### src/rtl/id_pkg.sv
// id_pkg: opcodes, instruction field positions and the control bundle shared by ID and EX
package id_pkg;

    localparam logic [5:0] OP_RTYPE = 6'h00;
    localparam logic [5:0] OP_ADDI  = 6'h08;
    localparam logic [5:0] OP_ANDI  = 6'h0C;
    localparam logic [5:0] OP_LW    = 6'h23;
    localparam logic [5:0] OP_SW    = 6'h2B;
    localparam logic [5:0] OP_BEQ   = 6'h04;
    localparam logic [5:0] OP_J     = 6'h02;

    localparam int OPC_LSB = 0;
    localparam int OPC_W   = 6;
    localparam int RS_LSB  = 6;
    localparam int RT_LSB  = 11;
    localparam int RD_LSB  = 16;
    localparam int IMM_LSB = 16;
    localparam int IMM_W   = 16;
    localparam int TGT_LSB = 6;
    localparam int TGT_W   = 26;

    typedef struct packed {
        logic mem_to_reg;
        logic mem_write;
        logic alu_src;
        logic reg_dst;
        logic reg_write;
        logic branch;
        logic jump;
        logic illegal;
    } ctrl_t;

    function automatic ctrl_t decode_ctrl(input logic [OPC_W-1:0] op);
        ctrl_t c;
        c = '0;
        case (op)
            OP_RTYPE: begin
                c.reg_dst   = 1'b1;
                c.reg_write = 1'b1;
            end
            OP_ADDI, OP_ANDI: begin
                c.alu_src   = 1'b1;
                c.reg_write = 1'b1;
            end
            OP_LW: begin
                c.alu_src    = 1'b1;
                c.mem_to_reg = 1'b1;
                c.reg_write  = 1'b1;
            end
            OP_SW: begin
                c.alu_src   = 1'b1;
                c.mem_write = 1'b1;
            end
            OP_BEQ:  c.branch  = 1'b1;
            OP_J:    c.jump    = 1'b1;
            default: c.illegal = 1'b1;
        endcase
        return c;
    endfunction

    // Only these formats consume rt as a source operand; the rest use it as a destination or ignore it
    function automatic logic reads_rt(input logic [OPC_W-1:0] op);
        return op == OP_RTYPE || op == OP_SW || op == OP_BEQ;
    endfunction

    // ANDI is the only zero-extending format; everything else sign-extends
    function automatic logic sign_ext(input logic [OPC_W-1:0] op);
        return op != OP_ANDI;
    endfunction

endpackage

### src/rtl/regfile_bypass.sv
// regfile_bypass: NREG x XLEN register file, two async reads with write-back bypass, r0 reads 0
module regfile_bypass
    import id_pkg::*;
#(
    parameter  int XLEN = 32,
    parameter  int NREG = 32,
    localparam int RIDX = $clog2(NREG)
) (
    input  logic            clk,
    input  logic            rst_n,
    input  logic            we,
    input  logic [RIDX-1:0] waddr,
    input  logic [XLEN-1:0] wdata,
    input  logic [RIDX-1:0] raddr_a,
    input  logic [RIDX-1:0] raddr_b,
    output logic [XLEN-1:0] rdata_a,
    output logic [XLEN-1:0] rdata_b
);

    logic [XLEN-1:0] regs [NREG];

    // Synchronous write port; r0 is never written so it stays at its reset value
    always_ff @(posedge clk or negedge rst_n) begin
        if (!rst_n) begin
            for (int i = 0; i < NREG; i++) regs[i] <= '0;
        end else if (we && waddr != '0) begin
            regs[waddr] <= wdata;
        end
    end

    assign rdata_a = (raddr_a == '0) ? '0 : (we && waddr == raddr_a) ? wdata : regs[raddr_a];
    assign rdata_b = (raddr_b == '0) ? '0 : (we && waddr == raddr_b) ? wdata : regs[raddr_b];

endmodule

### src/rtl/id_stage_pipe.sv
// id_stage_pipe: pipelined decode stage with bypassed register read, load-use stall and ID/EX register
module id_stage_pipe
    import id_pkg::*;
#(
    parameter  int XLEN = 32,
    parameter  int NREG = 32,
    localparam int RIDX = $clog2(NREG)
) (
    input  logic            clk,
    input  logic            rst_n,
    input  logic            in_valid,
    input  logic [XLEN-1:0] pc_in,
    input  logic [31:0]     instruction,
    input  logic            flush,
    input  logic            wb_we,
    input  logic [RIDX-1:0] wb_addr,
    input  logic [XLEN-1:0] wb_data,
    output logic            id_stall,
    output logic            ex_valid,
    output logic [XLEN-1:0] ex_pc,
    output logic [XLEN-1:0] ex_val_a,
    output logic [XLEN-1:0] ex_val_b,
    output logic [XLEN-1:0] ex_imm,
    output logic [RIDX-1:0] ex_rt,
    output logic [RIDX-1:0] ex_rd,
    output logic [XLEN-1:0] ex_target,
    output logic            ex_mem_to_reg,
    output logic            ex_mem_write,
    output logic            ex_alu_src,
    output logic            ex_reg_dst,
    output logic            ex_reg_write,
    output logic            ex_branch,
    output logic            ex_jump,
    output logic            ex_illegal
);

    typedef struct packed {
        logic            valid;
        ctrl_t           ctrl;
        logic [XLEN-1:0] pc;
        logic [XLEN-1:0] val_a;
        logic [XLEN-1:0] val_b;
        logic [XLEN-1:0] imm;
        logic [XLEN-1:0] target;
        logic [RIDX-1:0] rt;
        logic [RIDX-1:0] rd;
    } idex_t;

    logic [OPC_W-1:0] opcode;
    logic [RIDX-1:0]  rs, rt, rd;
    logic [IMM_W-1:0] imm;
    logic [XLEN-1:0]  rd_a, rd_b;
    logic             load;
    idex_t            ex_d, ex_q;

    assign opcode = instruction[OPC_LSB +: OPC_W];
    assign rs     = instruction[RS_LSB +: RIDX];
    assign rt     = instruction[RT_LSB +: RIDX];
    assign rd     = instruction[RD_LSB +: RIDX];
    assign imm    = instruction[IMM_LSB +: IMM_W];

    regfile_bypass #(.XLEN(XLEN), .NREG(NREG)) u_rf (
        .clk     (clk),
        .rst_n   (rst_n),
        .we      (wb_we),
        .waddr   (wb_addr),
        .wdata   (wb_data),
        .raddr_a (rs),
        .raddr_b (rt),
        .rdata_a (rd_a),
        .rdata_b (rd_b)
    );

    // Load-use hazard against the load sitting in ID/EX; a flush overrides it so fetch can redirect
    always_comb begin
        id_stall = !flush && in_valid && ex_q.valid && ex_q.ctrl.mem_to_reg && ex_q.rt != '0 &&
                   (ex_q.rt == rs || (ex_q.rt == rt && reads_rt(opcode)));
        load     = in_valid && !flush && !id_stall;
    end

    // Decoded record for the instruction currently in ID
    always_comb begin
        ex_d        = '0;
        ex_d.valid  = 1'b1;
        ex_d.ctrl   = decode_ctrl(opcode);
        ex_d.pc     = pc_in;
        ex_d.val_a  = rd_a;
        ex_d.val_b  = rd_b;
        ex_d.imm    = {{(XLEN-IMM_W){imm[IMM_W-1] & sign_ext(opcode)}}, imm};
        ex_d.target = {pc_in[XLEN-1:28], instruction[TGT_LSB +: TGT_W], 2'b00};
        ex_d.rt     = rt;
        ex_d.rd     = rd;
    end

    // ID/EX register: flush, stall and idle all load an all-zero bubble
    always_ff @(posedge clk or negedge rst_n) begin
        if (!rst_n) ex_q <= '0;
        else        ex_q <= load ? ex_d : '0;
    end

    assign ex_valid      = ex_q.valid;
    assign ex_pc         = ex_q.pc;
    assign ex_val_a      = ex_q.val_a;
    assign ex_val_b      = ex_q.val_b;
    assign ex_imm        = ex_q.imm;
    assign ex_rt         = ex_q.rt;
    assign ex_rd         = ex_q.rd;
    assign ex_target     = ex_q.target;
    assign ex_mem_to_reg = ex_q.ctrl.mem_to_reg;
    assign ex_mem_write  = ex_q.ctrl.mem_write;
    assign ex_alu_src    = ex_q.ctrl.alu_src;
    assign ex_reg_dst    = ex_q.ctrl.reg_dst;
    assign ex_reg_write  = ex_q.ctrl.reg_write;
    assign ex_branch     = ex_q.ctrl.branch;
    assign ex_jump       = ex_q.ctrl.jump;
    assign ex_illegal    = ex_q.ctrl.illegal;

endmodule
### config.mk
export PLATFORM = sky130hd
export DESIGN_NAME = id_stage_pipe
export DESIGN_NICKNAME = d
export VERILOG_FILES = /design/src/rtl/id_pkg.sv /design/src/rtl/regfile_bypass.sv /design/src/rtl/id_stage_pipe.sv
export SDC_FILE = /design/constraint.sdc
export NUM_CORES = 2
export LEC_CHECK = 0
export ABC_CLOCK_PERIOD_IN_PS = 2400
export BUFFER_PORTS_ARGS = -buffer_cell sky130_fd_sc_hd__buf_2
export CORE_AREA = 5 5 324 326
export DETAILED_ROUTE_END_ITERATION = 6
export DIE_AREA = 0 0 329 331
export PLACE_DENSITY = 0.89
export REMOVE_ABC_BUFFERS = 1
export SYNTH_ARGS = -nofsm -noshare
export SYNTH_HDL_FRONTEND = slang
export SYNTH_SLANG_ARGS = --single-unit
export TNS_END_PERCENT = 1
### constraint.sdc
create_clock -name clk -period 2.4 [get_ports clk]
set_clock_uncertainty 0.15 [all_clocks]
set_input_delay 0.36 -clock clk [delete_from_list [all_inputs] [get_ports clk]]
set_output_delay 0.36 -clock clk [all_outputs]
set_load 0.005 [all_outputs]
==> impl_metrics.ini <==
[status]
status = complete, but fails checks
violations = setup timing

[timing]
max-slew-margin-rel_pct = 29.6
setup_tns_ns = -5.28
rsz0062_at_grt = true
hold_viol = 0
worst_slack_ns = -0.356
finalSetupViolCount = 58
finalCriticalPeriod_ns = 2.76
maxSlewViolCount = 0
fmax_mhz = 363
worst_pin_slew_ns = 1.05
min_period_over_period_pct = 115

[hold_path]
hold_class = input port to flip-flop
whs_path_depth = 3
holdCritStartpoint = wb_data[20]
holdPathEnd = ex_val_b[20]

[finish]
largest-register = u_rf.regs
largest_register_ffs = 1024
nFillCells = 6014
drive_above_1_share_pct = 55.5
layout_commonest_cell = dfrtp_1
num-nets-final = 4465
final_cell_mix = dfrtp_1 (1156), mux2_2 (994), mux4_2 (510)
area_growth_pct = 16.8

[placement]
dp_hpwl_mm = 115
port_buffers = 283
gp_congestion = 0.885
pre_cts_ws_ns = -0.316

[setup_path]
r2r-end = ex_val_a[14]
ff2ff_path_depth = 8
start_kind = flip-flop
crit_type = flip-flop to primary output
cp.required_ns = 1.89
r2r_start = ex_rt[2]
cp_max_fo = 4
ff2ff_setup_slack_ns = -0.21
endpoint_kind = primary output
arrival_ns = 2.25

[synth]
async_flop_share_pct = 100
ys_ff_latch = 1156
yosysUniqueCellTypes = 56
syn-cell-area_mm2 = 0.0603
syn_avg_cell_area_um2 = 14.9
synth_warnings = 0
yosys-top-cells-area = dfrtp_1 (48%), mux4_2 (19%), mux2_2 (19%)
synth-edff-count = 0
syn_inst = 4037
seq_area_frac_synth_pct = 47.9
synth_top_area_share_pct = 47.9
synth_flop_cell = dfrtp_1
yosys.area.top_type = dfrtp_1

[floorplan]
dieArea_mm2 = 0.109
start_util_pct = 59.5
num_rows = 117
core_mm2 = 0.101
die_y_um = 331
die_w_um = 329
io_pins = 286

[grt]
first_global_vias = 44600
grt_overflow_total = 0
antenna_found_initial = 12
grt_use_total_pct = 34.3
grt_first_pass_wirelength_mm = 281
grt_max_degree = 79

[power]
power_leakage_nw = 31.4
power_frac_comb_pct = 20.1
p_seq_share_pct = 45.2
ir_worst_vdd_uv = 648
p_clk_share_pct = 34.8
pwr_density_cell_mw_per_mm2 = 806
switching_power_mw = 15.5
intPower_mw = 41.4
switching_share_pct = 27.2

[detailed_routing]
drc = 0
vias_per_cell = 7.07
first_pass_iters = 6
dr.first_iter.drc_count = 4712
drt.antenna.violating_nets = 0
wl_mm = 187
num_vias = 41300
routedWlPerCell_um = 32.0

[clock_network]
clock_path_buffers = 3
numClockSinks = 1156
cts_tree = done
cts_made_buffers = 119
clk_pin_slew_worst_paths_ns = 0.06
htreeDepth = 3
root_buffer = clkbuf_16
insertion_delay_ns = 0.72

[flow_run]
drv_cap = 0
-- cell families after synthesis --
kind of cell | count (synthesis) | share of synthesized area, %
other | 1 | 0.00622
muxes | 1693 | 40.7
xor gates and xnor gates | 20 | 0.290
DFF | 1156 | 47.9
buffers and inverters | 491 | 4.02
and+or+nand+nor | 405 | 3.92
AOI/OAI and AO/OA | 271 | 3.10
-- timing repair --
action,in CTS,in global routing
setup endpoints to repair,97,124
buffers inserted,1,1
pin swaps,46,9
endpoints found under the hold margin,682,0
gates resized for setup,12,22
hold buffers,58,0
-- synth_stat cells, types with 11 or more instances --
cell type     n
a211oi_1    104
a211oi_2     20
a21oi_1      67
and2_1       57
buf_1        52
buf_2       111
buf_4        64
buf_6        27
clkbuf_1    234
dfrtp_1    1156
mux2_2      994
mux2i_1     189
mux4_2      510
nand2_1      21
nor2_1      151
nor2b_1      64
nor3_2       58
o21ai_0      66
xor2_1       11
-- metrics by stage --
stage / hold slack (ns) / utilization, % / instances / power [mW] / area (um2)
2_1_floorplan: -0.0856 / - / 3550 / 32.2 / 57900
3_3_place_gp: 0.226 / 64.6 / 5546 / 35.7 / 65500
3_5_place_dp: 0.224 / 64.6 / 5546 / 36.6 / 65500
4_1_cts: 0.0301 / 69.3 / 5827 / 56.6 / 70300
5_1_grt: 0.0944 / 69.5 / 5831 / 58.7 / 70500
6_report: 0.0732 / 69.5 / 5834 / 56.8 / 70500
-- power by group through the flow --
stage / clock network (mW) / logic (mW) / registers [mW]
2_1_floorplan: 0 / 7.48 / 24.7
3_3_place_gp: 0 / 10.5 / 25.2
3_5_place_dp: 0 / 11.0 / 25.7
4_1_cts: 19.8 / 11.3 / 25.5
5_1_grt: 20.6 / 12.1 / 25.9
6_report: 19.7 / 11.4 / 25.7
-- per-layer routing --
metal,wire (um),GRT usage [%],share of wire [%],vias to the layer above
li1,-,-,-,15900
met1,63500,42.3,34,21300
met2,88100,54.7,47,3110
met3,22200,9.88,12,922
met4,12800,20.2,6.9,8
met5,92,0.355,0.049,-
-- layout make-up --
| type | instances | area (um2) | share of cell area [%] |
|---|---|---|---|
| Clock inverter | 52 | 654 | 0.929 |
| Timing Repair Buffer | 688 | 6300 | 8.94 |
| Antenna cell | 6 | 15.0 | 0.0213 |
| Tap cell | 1368 | 1710 | 2.43 |
| Sequential cell | 1156 | 28900 | 41.1 |
| Clock buffer | 170 | 3520 | 4.99 |
| Inverter | 3 | 11.3 | 0.0160 |
| Multi-Input combinational cell | 2391 | 29300 | 41.6 |
-- worst max-delay path: stages (launching register included) --
cell,delay (ns)
dfrtp_1,0.43
or4_4,0.54
o2111ai_4,0.20
or4_4,0.17
o21ai_2,0.05
buf_2,0.13
-- how the worst max path moves through the flow --
stage	start	endpoint	cells after the start
after floorplan	wb_addr[0]	u_rf.regs[224]	3
after global placement	instruction[11]	ex_val_b[17]	10
after detailed placement	instruction[11]	ex_val_b[27]	9
after CTS	ex_rt[2]	id_stall	5
after global routing	ex_rt[3]	id_stall	5
final	ex_rt[2]	id_stall	5
No activity file was read; power rests on OpenSTA's default activity.
